==> src/rtl/fighter_pkg.sv <==
// Shared fighter definitions: motion-state encoding and default arena geometry.
// Reused by the motion block, the attack FSM and the sprite renderer.
package fighter_pkg;

  typedef enum logic [1:0] {
    StGround = 2'd0,
    StAir    = 2'd1,
    StKnock  = 2'd2
  } fighter_state_e;

  localparam int unsigned MIN_X    = 40;
  localparam int unsigned MAX_X    = 600;
  localparam int unsigned GROUND_Y = 400;

endpackage

==> src/rtl/fighter_motion_if.sv <==
// Intent and position bundle between the input/attack controller, the motion block,
// and its consumers (sprite renderer, hit detector).
interface fighter_motion_if #(
  parameter int unsigned POS_WIDTH = 10
);
  logic                 SCEN;
  logic                 move_enable;
  logic                 move_left;
  logic                 move_right;
  logic                 jump;
  logic                 hit;
  logic                 hit_from_right;
  logic [POS_WIDTH-1:0] opponent_x;
  logic [POS_WIDTH-1:0] pos_x;
  logic [POS_WIDTH-1:0] pos_y;
  logic                 facing_right;
  logic [1:0]           state;
  logic                 move_active;
  logic                 landed;

  modport master (
    output SCEN, move_enable, move_left, move_right, jump, hit, hit_from_right, opponent_x,
    input  pos_x, pos_y, facing_right, state, move_active, landed
  );

  modport slave (
    input  SCEN, move_enable, move_left, move_right, jump, hit, hit_from_right, opponent_x,
    output pos_x, pos_y, facing_right, state, move_active, landed
  );
endinterface

==> src/rtl/axis_clamp.sv <==
// Combinational clamp of a signed axis candidate to inclusive limits.
// hit_wall_o flags a candidate that reaches or passes either limit.
module axis_clamp #(
  parameter int unsigned W = 12
) (
  input  logic signed [W-1:0] val_i,
  input  logic signed [W-1:0] lo_i,
  input  logic signed [W-1:0] hi_i,
  output logic signed [W-1:0] val_o,
  output logic                hit_wall_o
);
  always_comb begin
    val_o      = val_i;
    hit_wall_o = 1'b0;
    if (val_i <= lo_i) begin
      val_o      = lo_i;
      hit_wall_o = 1'b1;
    end else if (val_i >= hi_i) begin
      val_o      = hi_i;
      hit_wall_o = 1'b1;
    end
  end
endmodule

==> src/rtl/fighter_motion.sv <==
// Per-frame fighter position controller: walking, gravity jump and hit knockback,
// clamped to the arena walls and to a minimum body gap from the opponent.
module fighter_motion
  import fighter_pkg::*;
#(
  parameter int unsigned POS_WIDTH    = 10,
  parameter int unsigned GROUND_Y     = fighter_pkg::GROUND_Y,
  parameter int unsigned START_X      = 80,
  parameter bit          START_FACE_R = 1'b1,
  parameter int unsigned MIN_X        = fighter_pkg::MIN_X,
  parameter int unsigned MAX_X        = fighter_pkg::MAX_X,
  parameter int unsigned WALK_SPEED   = 2,
  parameter int unsigned JUMP_VEL     = 7,
  parameter int unsigned GRAVITY      = 1,
  parameter int unsigned KB_SPEED     = 3,
  parameter int unsigned KB_FRAMES    = 8,
  parameter int unsigned BODY_GAP     = 32
) (
  input logic            clk,
  input logic            reset,
  fighter_motion_if.slave bus
);
  localparam int unsigned SW  = POS_WIDTH + 2;
  localparam int unsigned KbW = $clog2(KB_FRAMES + 1);
  typedef logic signed [SW-1:0] sval_t;

  localparam sval_t WalkV   = sval_t'(WALK_SPEED);
  localparam sval_t JumpV   = sval_t'(JUMP_VEL);
  localparam sval_t GravV   = sval_t'(GRAVITY);
  localparam sval_t KbV     = sval_t'(KB_SPEED);
  localparam sval_t GapV    = sval_t'(BODY_GAP);
  localparam sval_t GroundV = sval_t'(GROUND_Y);
  localparam sval_t MinV    = sval_t'(MIN_X);
  localparam sval_t MaxV    = sval_t'(MAX_X);

  fighter_state_e       state_q, state_d;
  logic [POS_WIDTH-1:0] x_q, x_d, y_q, y_d;
  sval_t                vx_q, vx_d, vy_q, vy_d;
  logic [KbW-1:0]       kb_q, kb_d;
  logic                 face_q, face_d, active_q, active_d, landed_q, landed_d;

  sval_t x_s, y_s, opp_s, walk_vx, hit_vx, walk_c, gap_diff, gap_abs;
  sval_t x_step, vy_eff, y_cand, vy_arc, x_cand, x_clamp;
  logic  toward, gap_block, do_arc, touchdown, wall;
  logic [POS_WIDTH-1:0] y_next;

  assign x_s    = $signed({2'b00, x_q});
  assign y_s    = $signed({2'b00, y_q});
  assign opp_s  = $signed({2'b00, bus.opponent_x});
  assign hit_vx = bus.hit_from_right ? -KbV : KbV;

  // Walk step and whether it would close the gap to the opponent too far.
  always_comb begin
    walk_vx = '0;
    toward  = 1'b0;
    if (bus.move_right && !bus.move_left) begin
      walk_vx = WalkV;
      toward  = bus.opponent_x > x_q;
    end else if (bus.move_left && !bus.move_right) begin
      walk_vx = -WalkV;
      toward  = bus.opponent_x < x_q;
    end
    walk_c    = x_s + walk_vx;
    gap_diff  = walk_c - opp_s;
    gap_abs   = gap_diff[SW-1] ? -gap_diff : gap_diff;
    gap_block = toward && (gap_abs < GapV);
  end

  always_comb begin
    x_step = '0;
    vy_eff = vy_q;
    do_arc = 1'b0;
    unique case (state_q)
      StGround: begin
        if (!bus.hit && bus.move_enable) begin
          if (bus.jump) begin
            x_step = walk_vx;
            vy_eff = -JumpV;
            do_arc = 1'b1;
          end else if (!gap_block) begin
            x_step = walk_vx;
          end
        end
      end
      StAir: begin
        x_step = vx_q;
        do_arc = 1'b1;
      end
      StKnock: begin
        x_step = vx_q;
        do_arc = y_q < POS_WIDTH'(GROUND_Y);
      end
      default: ;
    endcase

    y_cand    = y_s + vy_eff;
    touchdown = do_arc && (y_cand >= GroundV);
    if (!do_arc) begin
      y_next = y_q;
      vy_arc = vy_q;
    end else if (touchdown) begin
      y_next = POS_WIDTH'(GROUND_Y);
      vy_arc = '0;
    end else begin
      y_next = y_cand[POS_WIDTH-1:0];
      vy_arc = vy_eff + GravV;
    end
  end

  assign x_cand = x_s + x_step;

  axis_clamp #(
    .W (SW)
  ) u_clamp_x (
    .val_i      (x_cand),
    .lo_i       (MinV),
    .hi_i       (MaxV),
    .val_o      (x_clamp),
    .hit_wall_o (wall)
  );

  always_comb begin
    state_d  = state_q;
    x_d      = x_q;
    y_d      = y_q;
    vx_d     = vx_q;
    vy_d     = vy_q;
    kb_d     = kb_q;
    face_d   = face_q;
    active_d = active_q;
    landed_d = 1'b0;
    if (bus.SCEN) begin
      x_d      = x_clamp[POS_WIDTH-1:0];
      y_d      = y_next;
      vy_d     = vy_arc;
      landed_d = touchdown;
      active_d = (x_d != x_q) || (y_d != y_q);
      if (wall && state_q != StGround) vx_d = '0;
      unique case (state_q)
        StGround: begin
          if (x_q < bus.opponent_x)      face_d = 1'b1;
          else if (x_q > bus.opponent_x) face_d = 1'b0;
          if (bus.hit) begin
            state_d = StKnock;
            kb_d    = KbW'(KB_FRAMES);
            vx_d    = hit_vx;
          end else if (bus.move_enable && bus.jump) begin
            state_d = touchdown ? StGround : StAir;
            vx_d    = (wall || touchdown) ? '0 : walk_vx;
          end
        end
        StAir: begin
          if (touchdown) begin
            state_d = StGround;
            vx_d    = '0;
          end
          if (bus.hit) begin
            state_d = StKnock;
            kb_d    = KbW'(KB_FRAMES);
            vx_d    = hit_vx;
          end
        end
        StKnock: begin
          if (bus.hit) begin
            kb_d = KbW'(KB_FRAMES);
            vx_d = hit_vx;
          end else if (kb_q <= KbW'(1)) begin
            kb_d    = '0;
            vx_d    = '0;
            state_d = (y_next == POS_WIDTH'(GROUND_Y)) ? StGround : StAir;
          end else begin
            kb_d = kb_q - KbW'(1);
          end
        end
        default: state_d = StGround;
      endcase
    end
  end

  always_ff @(posedge clk or posedge reset) begin
    if (reset) begin
      state_q  <= StGround;
      x_q      <= POS_WIDTH'(START_X);
      y_q      <= POS_WIDTH'(GROUND_Y);
      vx_q     <= '0;
      vy_q     <= '0;
      kb_q     <= '0;
      face_q   <= START_FACE_R;
      active_q <= 1'b0;
      landed_q <= 1'b0;
    end else begin
      state_q  <= state_d;
      x_q      <= x_d;
      y_q      <= y_d;
      vx_q     <= vx_d;
      vy_q     <= vy_d;
      kb_q     <= kb_d;
      face_q   <= face_d;
      active_q <= active_d;
      landed_q <= landed_d;
    end
  end

  assign bus.pos_x        = x_q;
  assign bus.pos_y        = y_q;
  assign bus.facing_right = face_q;
  assign bus.state        = state_q;
  assign bus.move_active  = active_q;
  assign bus.landed       = landed_q;

endmodule

==> src/flat_wrapper.sv <==
// flat-port wrapper written by rule: the top's interface ports become plain ports
module fighter_motion_flat import fighter_pkg::*;
#(
  parameter int unsigned POS_WIDTH    = 10,
  parameter int unsigned GROUND_Y     = fighter_pkg::GROUND_Y,
  parameter int unsigned START_X      = 80,
  parameter bit          START_FACE_R = 1'b1,
  parameter int unsigned MIN_X        = fighter_pkg::MIN_X,
  parameter int unsigned MAX_X        = fighter_pkg::MAX_X,
  parameter int unsigned WALK_SPEED   = 2,
  parameter int unsigned JUMP_VEL     = 7,
  parameter int unsigned GRAVITY      = 1,
  parameter int unsigned KB_SPEED     = 3,
  parameter int unsigned KB_FRAMES    = 8,
  parameter int unsigned BODY_GAP     = 32
)
  (clk, reset, bus_SCEN, bus_move_enable, bus_move_left, bus_move_right, bus_jump, bus_hit, bus_hit_from_right, bus_opponent_x, bus_pos_x, bus_pos_y, bus_facing_right, bus_state, bus_move_active, bus_landed);
  fighter_motion_if #(.POS_WIDTH(POS_WIDTH)) bus_i ();
  input logic clk;
  input logic reset;
  input wire logic [$bits(bus_i.SCEN)-1:0] bus_SCEN;
  input wire logic [$bits(bus_i.move_enable)-1:0] bus_move_enable;
  input wire logic [$bits(bus_i.move_left)-1:0] bus_move_left;
  input wire logic [$bits(bus_i.move_right)-1:0] bus_move_right;
  input wire logic [$bits(bus_i.jump)-1:0] bus_jump;
  input wire logic [$bits(bus_i.hit)-1:0] bus_hit;
  input wire logic [$bits(bus_i.hit_from_right)-1:0] bus_hit_from_right;
  input wire logic [$bits(bus_i.opponent_x)-1:0] bus_opponent_x;
  output wire logic [$bits(bus_i.pos_x)-1:0] bus_pos_x;
  output wire logic [$bits(bus_i.pos_y)-1:0] bus_pos_y;
  output wire logic [$bits(bus_i.facing_right)-1:0] bus_facing_right;
  output wire logic [$bits(bus_i.state)-1:0] bus_state;
  output wire logic [$bits(bus_i.move_active)-1:0] bus_move_active;
  output wire logic [$bits(bus_i.landed)-1:0] bus_landed;
  assign bus_i.SCEN = bus_SCEN;
  assign bus_i.move_enable = bus_move_enable;
  assign bus_i.move_left = bus_move_left;
  assign bus_i.move_right = bus_move_right;
  assign bus_i.jump = bus_jump;
  assign bus_i.hit = bus_hit;
  assign bus_i.hit_from_right = bus_hit_from_right;
  assign bus_i.opponent_x = bus_opponent_x;
  assign bus_pos_x = bus_i.pos_x;
  assign bus_pos_y = bus_i.pos_y;
  assign bus_facing_right = bus_i.facing_right;
  assign bus_state = bus_i.state;
  assign bus_move_active = bus_i.move_active;
  assign bus_landed = bus_i.landed;
  fighter_motion #(.POS_WIDTH(POS_WIDTH), .GROUND_Y(GROUND_Y), .START_X(START_X), .START_FACE_R(START_FACE_R), .MIN_X(MIN_X), .MAX_X(MAX_X), .WALK_SPEED(WALK_SPEED), .JUMP_VEL(JUMP_VEL), .GRAVITY(GRAVITY), .KB_SPEED(KB_SPEED), .KB_FRAMES(KB_FRAMES), .BODY_GAP(BODY_GAP)) u_core (.clk(clk), .reset(reset), .bus(bus_i));
endmodule
==> config.mk <==
export PLATFORM = sky130hd
export DESIGN_NAME = fighter_motion_flat
export DESIGN_NICKNAME = d
export VERILOG_FILES = /design/src/rtl/fighter_pkg.sv /design/src/rtl/fighter_motion_if.sv /design/src/rtl/axis_clamp.sv /design/src/rtl/fighter_motion.sv /design/src/flat_wrapper.sv
export SDC_FILE = /design/constraint.sdc
export NUM_CORES = 1
export LEC_CHECK = 0
export CORE_ASPECT_RATIO = 0.75
export CORE_MARGIN = 4
export CORE_UTILIZATION = 55
export CTS_CLUSTER_DIAMETER = 50
export DETAILED_ROUTE_END_ITERATION = 10
export MAX_ROUTING_LAYER = met4
export PLACE_DENSITY_LB_ADDON = 0.05
export SLEW_MARGIN = 15
export SYNTH_ARGS = -nofsm -noshare
export SYNTH_HDL_FRONTEND = slang
export SYNTH_SLANG_ARGS = --single-unit
==> constraint.sdc <==
create_clock -name clk -period 7.9 [get_ports clk]
set_input_delay 1.58 -clock clk [delete_from_list [all_inputs] [get_ports clk]]
set_output_delay 1.58 -clock clk [all_outputs]
set_load 0.02 [all_outputs]
==> run metrics <==
PortBufs 43; core box area 10,900 µm²; reg2reg start u_core.bus.pos_x[1]$_DFFE_PP0P_; DR vias/cell 6.45; CP most frequent cell buf_4; Gate Count Post-Synth 798; GRT Overall Usage 33.7%; area fraction of the dominant cell type after synthesis 19.0%; Crit-path slowest cell or4_4; Main synth FF type dfrtp_1; clock skew 11.8 ps; fmax 129 MHz; final core utilization 74.3%; HPWL after detailed placement 16.1 mm; Syn Area/Cell 7.75 µm²; Seq cells post-synth 53; # diodes 0; GRT overflow 0; post-placement cell count 1,056; Placed Area 7460 µm²; met1 GRT Util 47.6%; Worst Hold Launch u_core.vx_q[4]$_DFFE_PP0P_; height of the die 99.9 µm; sequential share of the synthesized area 21.6%; drt pass-1 iters 5; met2 Use GR 48.4%; DR vias 6,972; clock buffer depth 2; outcome finished clean; layout cell share with drive strength beyond 1 22.7%; Worst setup EP type flip-flop; Layout area overhead 31.4%; Post-Route WL 21.9 mm; H-tree lvl count 2; GP Congestion 1.03; area of the die 13,000 µm²; CP Launch Point bus_opponent_x[2]; GR peak layer met2; synth top area cells dfrtp_1, ha_1, nand2_1; Crit Path Class in -> reg; Slew Limit Headroom 38.0%; CTS Root Cell clkbuf_16; final hold viol count 0; EDFF count, synth 0; cell taking the most area after synthesis dfrtp_1; Startpoint Class primary input; Worst EP required 8140 ps; setup violators final 0; critical path's largest stage delay 560 ps; DR WL/cell 20.3 µm; fin area 8130 µm²; Setup TNS 0 ps; fin crit share 97.8%; Ports 44; R2R Setup Slk 1310 ps; class of the worst hold path reg -> reg; Rows 33; CTS tree yes; Reg clk slew, reported paths 80 ps; Ys Warns 0; Least-Margin Pin Slew 923 ps; final non-filler cell total 1,081; CP Data Arrival Time 7960 ps; RSZ-0062 raised after global routing true; pins over their slew limit 0; DRC viols 0; TritonCTS Buffers 5; Async SR Flop Fraction 100%; MaxCap Viol Count 0; Sink Count 53; ANT nets after route 0; initial antenna violation count 0; first-pass GRT wire length 34.1 mm; Final nets 1,022; chip width 130 µm; number of global-route vias before repair 6,711; Syn Nets 880; worst-skew pair later-pin latency 300 ps; initial drt markers 637; mapped cell area 6190 µm²; fin crit period 7730 ps; met3 usage 10.1%; synth unique cells 81; worst-path fanout max 6; Initial Utilization 56.6%; pin count of the biggest net entering global routing 54
-- through the flow --
stage          worst slack (ps)  hold slack (ps)
2_1_floorplan               229              450
3_3_place_gp               -728              461
3_5_place_dp               -877              466
4_1_cts                   0.531              487
5_1_grt                   -97.7              515
6_report                    173              493
-- critical path: cells and delay by family --
| family | cells | cell delay [ps] |
|---|---|---|
| and+or+nand+nor | 7 | 1800 |
| buffers and inverters | 5 | 1130 |
| AOI/OAI and AO/OA | 13 | 2200 |
| xor gates and xnor gates | 2 | 270 |
| adders and majority gates | 3 | 960 |
-- per-layer routing --
| metal | up-vias | part of all wire, % |
|---|---|---|
| li1 | 3252 | - |
| met1 | 3323 | 44 |
| met2 | 361 | 43 |
| met3 | 36 | 11 |
| met4 | 0 | 1.7 |
| met5 | - | 0 |
-- cell usage after synthesis (10+ instances only) --
master	number
o21ai_0	47
nand2b_1	14
nor3_1	19
a21oi_1	57
nand3_1	18
dfrtp_1	47
a21o_1	18
o21bai_1	15
o21a_1	11
nand2_1	79
nor2b_1	10
xnor2_1	26
nor2_1	70
nor4_1	10
xor2_1	15
ha_1	59
clkbuf_1	26
inv_1	51
o31ai_1	10
-- sequential cells by signal, summed over array words and instances (netlist names) --
signal and count:
u_core.bus.facing_right 1, u_core.bus.landed 1, u_core.bus.move_active 1, u_core.bus.pos_x 10, u_core.bus.pos_y 10, u_core.bus.state 2, u_core.kb_q 4, u_core.vx_q 12
u_core.vy_q 12
-- kinds of logic (layout without fill, tap and decap cells) --
family	count (synthesis)	in the layout	synth area share [%]
buf+inv	83	226	5.26
flops	53	53	21.6
xor+xnor	41	41	5.80
fa+ha+maj	63	63	13.2
simple gates	279	279	22.5
compound gates	272	272	30.3
mux	7	7	1.42
-- final timing paths --
| check | cells after the start | to |
|---|---|---|
| hold reg to reg | 1 | u_core.vx_q[4]$_DFFE_PP0P_ |
| min in group asynchronous | 3 | u_core.vx_q[2]$_DFFE_PP0P_ |
| hold / removal | 1 | u_core.vx_q[4]$_DFFE_PP0P_ |
| setup reg to reg | 29 | u_core.vx_q[8]$_DFFE_PP0P_ |
| max in group asynchronous | 3 | u_core.bus.pos_x[2]$_DFFE_PP0P_ |
| setup / recovery | 30 | u_core.vx_q[8]$_DFFE_PP0P_ |
-- what timing repair did --
item | 4_1_cts | 5_1_grt
gates resized for setup | 42 | 43
buffers inserted | 10 | 6
hold endpoints to repair | 0 | 0
hold buffers | 0 | 0
setup endpoints to repair | 23 | 23
gates cloned | 0 | 2
pin swaps | 24 | 38
-- cells in the final DEF (no fill, tap or decap), types with 16 or more instances in the layout --
cell and n:
nor3_1 18, ha_1 51, xnor2_1 23, a21oi_1 51
buf_4 118, a21o_1 18, nor2_1 67, inv_1 47
dfrtp_1 47, nand2_1 76, nand3_1 16, clkdlybuf4s50_1 40
o21ai_0 43
-- layout make-up --
cell class,instances,area [µm²]
Clock buffer,5,125
Timing Repair Buffer,167,1400
Multi-Input combinational cell,662,4850
Fill cell,814,2810
Tap cell,140,175
Sequential cell,53,1330
Clock inverter,3,48.8
Inverter,51,199
Power is not shown: default switching activity piles up to over one toggle a cycle in this logic, so the estimate is an artifact.
